==> config.mk <==
export PLATFORM = sky130hd
export DESIGN_NAME = led_blink_array_flat
export DESIGN_NICKNAME = d
export VERILOG_FILES = /design/src/rtl/led_blink_pkg.sv /design/src/rtl/led_blink_array_if.sv /design/src/rtl/led_blink_chan.sv /design/src/rtl/led_blink_array.sv /design/src/flat_wrapper.sv
export SDC_FILE = /design/constraint.sdc
export NUM_CORES = 1
export LEC_CHECK = 0
export CORE_UTILIZATION = 40
export CTS_BUF_LIST = sky130_fd_sc_hd__clkbuf_8 sky130_fd_sc_hd__clkbuf_16
export DETAILED_ROUTE_END_ITERATION = 8
export PLACE_DENSITY = 0.68
export SETUP_SLACK_MARGIN = 0.15
export SLEW_MARGIN = 15
export SYNTH_ARGS = -nofsm -noshare
export SYNTH_HDL_FRONTEND = slang
export SYNTH_HIERARCHICAL = 1
export SYNTH_SLANG_ARGS = --single-unit
==> constraint.sdc <==
create_clock -name clk -period 4.6 [get_ports clk]
set_input_delay 0.92 -clock clk [delete_from_list [all_inputs] [get_ports clk]]
set_output_delay 0.92 -clock clk [all_outputs]
set_load 0.1 [all_outputs]
==> src/rtl/led_blink_pkg.sv <==
// Shared types, register addresses and CFG field positions for the LED blink array.
package led_blink_pkg;

    typedef enum logic [1:0] {
        OFF   = 2'd0,
        ON    = 2'd1,
        BLINK = 2'd2,
        BURST = 2'd3
    } led_mode_t;

    typedef enum logic [1:0] {
        CH_LOW,
        CH_HIGH,
        CH_DONE
    } chan_state_t;

    localparam logic [4:0] ADDR_CTRL   = 5'd16;
    localparam logic [4:0] ADDR_STATUS = 5'd17;

    localparam int CFG_MODE_LSB    = 16;
    localparam int CFG_MODE_MSB    = 17;
    localparam int CFG_BURST_LSB   = 20;
    localparam int CFG_BURST_MSB   = 27;
    localparam int CTRL_EN_BIT     = 0;
    localparam int CTRL_SYNC_BIT   = 1;
    localparam int STATUS_DONE_LSB = 16;

    function automatic led_mode_t cfg_mode(input logic [31:0] word);
        return led_mode_t'(word[CFG_MODE_MSB:CFG_MODE_LSB]);
    endfunction

endpackage

==> src/rtl/led_blink_array_if.sv <==
// MMIO slot bus of the LED blink array; master drives strobes, slave returns rd_data.
interface led_blink_array_if;

    logic        cs;
    logic        read;
    logic        write;
    logic [4:0]  addr;
    logic [31:0] wr_data;
    logic [31:0] rd_data;

    modport master (output cs, read, write, addr, wr_data, input rd_data);
    modport slave  (input cs, read, write, addr, wr_data, output rd_data);

endinterface

==> src/rtl/led_blink_chan.sv <==
// One LED channel: holds its CFG register, half-period counter, edge counter and led state.
module led_blink_chan
    import led_blink_pkg::*;
#(
    parameter int CNT_W = 16
) (
    input  logic             clk,
    input  logic             reset,
    input  logic             tick,
    input  logic             sync,
    input  logic             cfg_we,
    input  logic [CNT_W-1:0] wr_period,
    input  led_mode_t        wr_mode,
    input  logic [7:0]       wr_burst,
    output logic [CNT_W-1:0] period,
    output led_mode_t        mode,
    output logic [7:0]       burst,
    output logic             led,
    output logic             done
);

    chan_state_t      state, state_n;
    logic [CNT_W-1:0] cnt, cnt_n, period_n;
    logic [8:0]       edges, edges_n, edges_inc;
    led_mode_t        mode_n;
    logic [7:0]       burst_n;
    logic             last_cnt;
    chan_state_t      toggled;

    assign last_cnt  = (cnt == period - CNT_W'(1));
    assign edges_inc = edges + 9'd1;
    assign toggled   = (state == CH_HIGH) ? CH_LOW : CH_HIGH;

    // NOTE: the CFG fields are plain flops, so they are reset like every other register.
    always_ff @(posedge clk or posedge reset) begin
        if (reset) begin
            state  <= CH_LOW;
            cnt    <= '0;
            edges  <= '0;
            period <= '0;
            mode   <= OFF;
            burst  <= '0;
        end else begin
            // NOTE: non-blocking assignments keep every flop sampling pre-edge values.
            state  <= state_n;
            cnt    <= cnt_n;
            edges  <= edges_n;
            period <= period_n;
            mode   <= mode_n;
            burst  <= burst_n;
        end
    end

    always_comb begin
        // NOTE: defaults first so no path through this block can infer a latch.
        state_n  = state;
        cnt_n    = cnt;
        edges_n  = edges;
        period_n = period;
        mode_n   = mode;
        burst_n  = burst;

        if (cfg_we) begin
            period_n = wr_period;
            mode_n   = wr_mode;
            burst_n  = wr_burst;
            cnt_n    = '0;
            edges_n  = '0;
            state_n  = (wr_mode == ON) ? CH_HIGH : CH_LOW;
        end else if (sync) begin
            cnt_n   = '0;
            edges_n = '0;
            if (mode == BLINK || mode == BURST) state_n = CH_LOW;
        end else if (tick) begin
            unique case (mode)
                BLINK: begin
                    if (period == '0) begin
                        state_n = CH_LOW;
                        cnt_n   = '0;
                    end else if (last_cnt) begin
                        state_n = toggled;
                        cnt_n   = '0;
                    end else begin
                        cnt_n = cnt + CNT_W'(1);
                    end
                end
                BURST: begin
                    if (state == CH_DONE) begin
                        state_n = CH_DONE;
                    end else if (burst == '0) begin
                        state_n = CH_DONE;
                    end else if (period == '0) begin
                        state_n = CH_LOW;
                        cnt_n   = '0;
                    end else if (last_cnt) begin
                        cnt_n   = '0;
                        edges_n = edges_inc;
                        // The 2*B-th toggle lands on led = 0, which is where the burst parks.
                        state_n = (edges_inc == {burst, 1'b0}) ? CH_DONE : toggled;
                    end else begin
                        cnt_n = cnt + CNT_W'(1);
                    end
                end
                default: ;
            endcase
        end
    end

    assign led  = (state == CH_HIGH);
    assign done = (state == CH_DONE);

endmodule

==> src/rtl/led_blink_array.sv <==
// Multi-channel LED blink core: shared tick prescaler, CTRL/STATUS registers, MMIO decode.
module led_blink_array
    import led_blink_pkg::*;
#(
    parameter int W        = 8,
    parameter int N_CH     = 4,
    parameter int CNT_W    = 16,
    parameter int TICK_DIV = 50000
) (
    input  logic                    clk,
    input  logic                    reset,
    led_blink_array_if.slave        bus,
    output logic [W-1:0]            dout
);

    localparam int PSC_W = (TICK_DIV > 1) ? $clog2(TICK_DIV) : 1;

    logic             enable;
    logic [PSC_W-1:0] psc;
    logic             tick;
    logic             wr_en;
    logic             ctrl_we;
    logic             sync;
    logic [31:0]      rd_data;
    logic             unused_bus;

    logic [CNT_W-1:0] ch_period [N_CH];
    led_mode_t        ch_mode   [N_CH];
    logic [7:0]       ch_burst  [N_CH];
    logic [N_CH-1:0]  ch_led;
    logic [N_CH-1:0]  ch_done;

    assign wr_en      = bus.cs && bus.write;
    assign ctrl_we    = wr_en && (bus.addr == ADDR_CTRL);
    assign sync       = ctrl_we && bus.wr_data[CTRL_SYNC_BIT];
    assign tick       = enable && (psc == PSC_W'(TICK_DIV - 1));
    assign unused_bus = ^{bus.read, bus.wr_data};

    // The enable in effect before the edge decides whether this edge advances the prescaler.
    always_ff @(posedge clk or posedge reset) begin
        if (reset) begin
            enable <= 1'b0;
            psc    <= '0;
        end else begin
            if (ctrl_we) enable <= bus.wr_data[CTRL_EN_BIT];
            if (sync)
                psc <= '0;
            else if (enable)
                psc <= tick ? '0 : psc + PSC_W'(1);
        end
    end

    for (genvar i = 0; i < N_CH; i++) begin : g_chan
        led_blink_chan #(.CNT_W(CNT_W)) u_chan (
            .clk       (clk),
            .reset     (reset),
            .tick      (tick),
            .sync      (sync),
            .cfg_we    (wr_en && (bus.addr == 5'(i))),
            .wr_period (bus.wr_data[CNT_W-1:0]),
            .wr_mode   (cfg_mode(bus.wr_data)),
            .wr_burst  (bus.wr_data[CFG_BURST_MSB:CFG_BURST_LSB]),
            .period    (ch_period[i]),
            .mode      (ch_mode[i]),
            .burst     (ch_burst[i]),
            .led       (ch_led[i]),
            .done      (ch_done[i])
        );
    end

    always_comb begin
        rd_data = '0;
        for (int i = 0; i < N_CH; i++) begin
            if (bus.addr == 5'(i)) begin
                rd_data[CNT_W-1:0]                   = ch_period[i];
                rd_data[CFG_MODE_MSB:CFG_MODE_LSB]   = ch_mode[i];
                rd_data[CFG_BURST_MSB:CFG_BURST_LSB] = ch_burst[i];
            end
        end
        if (bus.addr == ADDR_CTRL) rd_data[CTRL_EN_BIT] = enable;
        if (bus.addr == ADDR_STATUS) begin
            rd_data[N_CH-1:0]                 = ch_led;
            rd_data[STATUS_DONE_LSB +: N_CH]  = ch_done;
        end
    end

    assign bus.rd_data = rd_data;

    always_comb begin
        dout           = '0;
        dout[N_CH-1:0] = ch_led;
    end

endmodule

==> src/flat_wrapper.sv <==
// flat-port wrapper written by rule: the top's interface ports become plain ports
module led_blink_array_flat import led_blink_pkg::*;
#(
    parameter int W        = 8,
    parameter int N_CH     = 4,
    parameter int CNT_W    = 16,
    parameter int TICK_DIV = 50000
)
  (clk, reset, dout, bus_cs, bus_read, bus_write, bus_addr, bus_wr_data, bus_rd_data);
  led_blink_array_if bus_i ();
  input  logic clk;
  input  logic reset;
  output logic [W-1:0] dout;
  input wire logic [$bits(bus_i.cs)-1:0] bus_cs;
  input wire logic [$bits(bus_i.read)-1:0] bus_read;
  input wire logic [$bits(bus_i.write)-1:0] bus_write;
  input wire logic [$bits(bus_i.addr)-1:0] bus_addr;
  input wire logic [$bits(bus_i.wr_data)-1:0] bus_wr_data;
  output wire logic [$bits(bus_i.rd_data)-1:0] bus_rd_data;
  assign bus_i.cs = bus_cs;
  assign bus_i.read = bus_read;
  assign bus_i.write = bus_write;
  assign bus_i.addr = bus_addr;
  assign bus_i.wr_data = bus_wr_data;
  assign bus_rd_data = bus_i.rd_data;
  led_blink_array #(.W(W), .N_CH(N_CH), .CNT_W(CNT_W), .TICK_DIV(TICK_DIV)) u_core (.clk(clk), .reset(reset), .bus(bus_i), .dout(dout));
endmodule
* Yosys cells after proc, flatten, opt, wreduce, memory -nomap -nowiden
Index checks and enable logic that the tools add are counted.
** Cells by class
- Reductions and logical operators :: 50
- $add $sub $neg :: 13
- Multiplexer cells :: 131
- Eq/ne operators :: 63
** Operators by type and width (number)
- $mux 16 :: 31
- $mux 9 :: 32
- $pmux 16 s2 :: 4
- $mux 2 :: 44
- $add 16x1->16 const B :: 5
- $mux 18 :: 4
- $eq 16x16->1 :: 4
- $logic_not 16->1 :: 4
- $sub 16x1->16 const B :: 4
- $add 9x1->9 const B :: 4
- $eq 9x9->1 :: 4
- $reduce_bool 3->1 :: 12
- $logic_not 8->1 :: 4
- $mux 8 :: 4
- $ne 3x2->1 const B :: 9
- $eq 2x2->1 const B :: 12
- $ne 4x3->1 const B :: 6
- $reduce_and 6->1 :: 4
- $ne 7x4->1 const B :: 3
- $reduce_and 5->1 :: 4
- $ne 3x3->1 const B :: 6
- $eq 16x16->1 const B :: 1
- $pmux 2 s2 :: 4
- $reduce_and 4->1 :: 4
- other kinds (16) :: 44
** Storage, ports and cells
- Logic and storage cells :: 283
- Flip-flop bits (word level) :: 229
- Output and inout port bits :: 40
- Input bits :: 42

* Logic depth before layout (Yosys ltp)
- Word-level depth :: 11
- Depth in mapped cells :: 12
- Depth with buffers taken out :: 10

* Cells and area by module
Netlist, hierarchy kept.
** Modules (own cells, without submodules)
- led_blink_chan (u_core.g_chan[0].u_chan ...) :: area an instance 3412.0 um2, cells each 354, times used 2
- led_blink_chan (u_core.g_chan[2].u_chan) :: area an instance 3343.2 um2, cells each 342, times used 1
- led_blink_chan (u_core.g_chan[3].u_chan) :: area an instance 3276.9 um2, cells each 343, times used 1
- led_blink_array :: area an instance 1991.9 um2, cells each 213, times used 1

* Least setup slack after synthesis
OpenSTA, ideal clock, no wires.
- Kind :: input port to output port
- Start :: in bus_addr[3]
- End :: out bus_rd_data[17]
- Data required time :: 3.680 ns
- Stages :: 4
- Arrival :: 3.957 ns
- Buffers on the path :: 2
- Slack :: -0.277 ns
- Cells stage by stage :: or3_1 -> clkbuf_1 -> clkbuf_1 -> o31ai_1
** Between the ends
- Word-level cells in the longest chain between the ends :: 6
** Ends and longest elaborated chain
- from (decl) :: line flat_wrapper.sv:17 : input wire logic [$bits(bus_i.addr)-1:0] bus_addr;
- $logic_not 5->1 :: line led_blink_array.sv:74 : if (bus.addr == 5'(i)) begin
- $mux 18 (4 in a row) :: line led_blink_array.sv:74
- $mux 4 (*) :: line led_blink_array.sv:81 : if (bus.addr == ADDR_STATUS) begin
- to (decl) :: line flat_wrapper.sv:19 : output wire logic [$bits(bus_i.rd_data)-1:0] bus_rd_data;
Mark *: on every way between the ends. The rest lies on a longest branch, timed or not.

* Worst setup path in the final report
Same ends and word-level chain as after synthesis.

==> flow_summary_export.csv <==
group,metric,value,unit
worst_setup_path,worst_ep_required_time,3.68,ns
timing,relSlewSlack,34.3,%
pwr,power_density,357,nW/um^2
worst_setup_path,path_class,"primary input to primary output",
worst_setup_path,crit_path_start_kind,"primary input",
worst_setup_path,slowest_delay,0.67,ns
worst_setup_path,r2r-start,"u_core/g_chan[3].u_chan/period[0]",
logic_synthesis,synth-edff-count,0,
global_route,grt.total_usage,23.3,%
logic_synthesis,async_flop_share,100,%
hold_path,min_path_cells,1,
place,dp.cells,2142,
timing,drv_slew,0,
cells_and_area,finalNonFillerCells,2194,
logic_synthesis,ys_dominant_reg_cell,"dfrtp_1",
worst_setup_path,crit_start,"bus_addr[3]",
die,die_x,198,um
worst_setup_path,cp_max_fo,13,
die,die_area,39400,sq um
timing,worstMarginPinSlew,0.982,ns
worst_setup_path,path_cells,"clkdlybuf4s50_1 -> or3_1 -> o31ai_2 -> buf_12",
flow_run,drv_cap,0,
clock_network,path_clk_slew,0.06,ns
drt,drt-pass1-iter-count,5,
drt,drt-vias-per-instance,6.07,
die,initial_core_util,40.8,%
global_route,grtUsageMet1,32.9,%
clock_network,clk_path_buf_depth,3,
global_route,use_met2,37.3,%
worst_setup_path,cpMaxStageDelayCell,"or3_1",
clock_network,clock_sinks,229,
drt,drcViolationCount,0,
timing,fin_crit_sh,85.8,%
hold_path,hp-class,"register to register",
drt,wl_per_cell,20.7,um
clock_network,cts_root_buffer,"clkbuf_16",
logic_synthesis,ys_ff_latch,229,
clock_network,cts_resized,0,
logic_synthesis,syn_inst,1606,
logic_synthesis,synth_area,15400,sq um
die,floorplan.die.height,198,um
logic_synthesis,ys.warnings.count,6,
timing,finalHoldViolCount,0,
die,io_pins,82,
worst_setup_path,r2r_cells,10,
global_route,antenna_found_initial,1,
cells_and_area,regArea,5730,sq um
timing,setup-violations-final,0,
clock_network,cts_made_buffers,28,
cells_and_area,multiInputGateArea,9170,sq um
global_route,grt_max_degree,42,
logic_synthesis,synth-seq-area-share,37.1,%
cells_and_area,post-route-util,47.2,%
global_route,use_met3,2.61,%
hold_path,hold_start,"u_core/g_chan[2].u_chan/state[0]",
timing,skew,0.0101,ns
place,post-dp-hpwl,33300,um
cells_and_area,layout-drive-gt1-share,17.7,%
place,place_congestion,0.916,
timing,fmax,253,MHz
drt,wl,45400,um
drt,first_iter_violations,1187,
clock_network,cts_hold_buf,0,
die,core-area,37800,sq um
pwr,p_leak,7.57,nW
global_route,grt_pass1_wl,72400,um
cells_and_area,nNetsFinal,1720,
global_route,grt_pass1_vias,13000,
clock_network,cts_tree,"done",
drt,num_vias,13300,
cells_and_area,area_growth,15.8,%
clock_network,cts_setup_buffers,0,
worst_setup_path,critPathCaptureType,"primary output",
global_route,overflow,0,
status,outcome,"finished, final reports clean",
drt,ant_nets,0,
timing,rsz0062_at_grt,"false",
pwr,worst_ir_drop_vdd,0.279,mV
die,rows,71,
cells_and_area,nFillCells,3535,
timing,fin_crit,3.95,ns
clock_network,cts_max_level,1,
place,port-buffer-count,66,
clock_network,clk_latency,0.55,ns
worst_setup_path,rrSetupSlack,0.76,ns
worst_setup_path,worst_ep_arrival_time,3.03,ns
global_route,top_usage_layer,"met2",
logic_synthesis,syn_area_per_cell,9.61,sq um
logic_synthesis,yosysUniqueCellTypes,89,
## power breakdown
part	internal [mW]	switching, mW
logic	0.641	0.765
registers	2.23	0.413
clock network	1.40	0.935
## cells in the mapped netlist (5+ instances only)
cell type / n / area [sq um]
nand3b_1: 7 / 52.6
or3_1: 28 / 175
o311ai_0: 9 / 78.8
a31oi_1: 37 / 231
a21oi_1: 45 / 225
ha_1: 17 / 213
inv_1: 41 / 154
nor2_1: 113 / 424
o22ai_1: 9 / 56.3
clkbuf_1: 48 / 180
buf_4: 11 / 82.6
a2bb2oi_1: 5 / 43.8
o31ai_1: 51 / 383
buf_1: 8 / 30.0
nor2b_1: 44 / 275
and3_1: 32 / 200
a2111oi_0: 7 / 61.3
a41o_1: 12 / 120
o21ai_0: 44 / 220
and4_1: 8 / 70.1
nor4b_1: 7 / 61.3
a22o_1: 23 / 201
nand2b_1: 15 / 93.8
or2_2: 10 / 62.6
nand4b_1: 5 / 43.8
mux4_2: 20 / 450
nand4_1: 30 / 188
o211ai_1: 7 / 52.6
nand3_1: 72 / 360
mux2i_1: 24 / 240
o2bb2ai_1: 8 / 70.1
mux2_2: 98 / 1100
a22oi_1: 7 / 52.6
nor3_1: 31 / 155
and2_1: 8 / 50.1
nor4_1: 29 / 181
nand2_1: 129 / 484
buf_2: 12 / 60.1
dfrtp_1: 229 / 5730
buf_6: 8 / 90.1
o41ai_1: 7 / 61.3
or4_1: 19 / 143
xnor2_1: 94 / 823
xor2_1: 44 / 385
## path summary, 6_finish.rpt
check	endpoint
min in group asynchronous	u_core/g_chan[3].u_chan/burst[6]
setup reg to reg	u_core/g_chan[3].u_chan/edges[2]
setup / recovery	bus_rd_data[17]
hold / removal	u_core/g_chan[2].u_chan/state[0]
max in group asynchronous	u_core/g_chan[3].u_chan/cnt[13]
hold reg to reg	u_core/g_chan[2].u_chan/state[0]
## cell families after synthesis
family                     after synthesis  share of synthesized area [%]
AOI/OAI and AO/OA                      319                           15.1
xor gates and xnor gates               138                           7.83
adders and majority gates               17                           1.38
buffers and inverters                  128                           3.87
DFF                                    229                           37.1
muxes                                  143                           11.7
other                                    1                         0.0243
and+or+nand+nor                        631                           23.0
## layer usage
| metal | wire, um | vias up |
|---|---|---|
| li1 | - | 6097 |
| met1 | 19800 | 6625 |
| met2 | 21000 | 504 |
| met3 | 3210 | 90 |
| met4 | 1350 | 2 |
| met5 | 13 | - |
## through the flow
stage / hold slack [ns] / instance area (sq um) / total power, mW / setup slack (ns) / setup TNS [ns]
finish: 0.523 / 17900 / 6.38 / 0.651 / 0
global route: 0.529 / 17900 / 6.66 / 0.400 / 0
CTS: 0.513 / 17900 / 6.39 / 0.644 / 0
detailed placement: 0.502 / 16900 / 4.05 / 0.404 / 0
global placement: 0.492 / 16900 / 4.00 / 0.439 / 0
floorplan: 0.473 / 15500 / 3.62 / -0.136 / -0.682
## cell type report
class	instances	area share, %
Antenna cell	1	0.0140
Clock buffer	30	4.14
Clock inverter	21	1.32
Inverter	41	0.861
Multi-Input combinational cell	1256	51.3
Sequential cell	229	32.1
Tap cell	511	3.58
Timing Repair Buffer	105	6.71
## state kept, by name, summed over array words and instances, names as in the netlist
name / cells
u_core/psc: 16
u_core/g_chan.u_chan/period: 64
u_core/enable: 1
u_core/g_chan.u_chan/edges: 36
u_core/g_chan.u_chan/cnt: 64
u_core/g_chan.u_chan/mode: 8
u_core/g_chan.u_chan/state: 8
u_core/g_chan.u_chan/burst: 32
## critical path, delay by kind of cell
kind / cells / cell delay, ns
AOI/OAI and AO/OA: 1 / 0.65
buffers and inverters: 2 / 0.77
and+or+nand+nor: 1 / 0.67
## cells in the final DEF, fill, tap and decap left out, types with 8 or more instances in the layout
master,instances
clkbuf_16,29
or2_2,10
buf_12,26
nor3_1,31
o311ai_0,9
and3_1,32
xnor2_1,94
a21oi_1,45
a41o_1,12
o31ai_1,50
mux4_2,20
or4_1,19
ha_1,17
buf_4,41
nand2_1,129
mux2i_1,24
and2_1,8
a31oi_1,37
nand4_1,30
dfrtp_1,229
nor4_1,27
nor2_1,113
o2bb2ai_1,8
conb_1,8
nor2b_1,43
or3_1,28
o22ai_1,9
mux2_2,98
clkinv_2,9
nand3_1,72
o21ai_0,44
nand2b_1,15
xor2_1,44
inv_1,37
clkdlybuf4s50_1,36
and4_1,8
a22o_1,23
(Power assumes the default switching activity.)
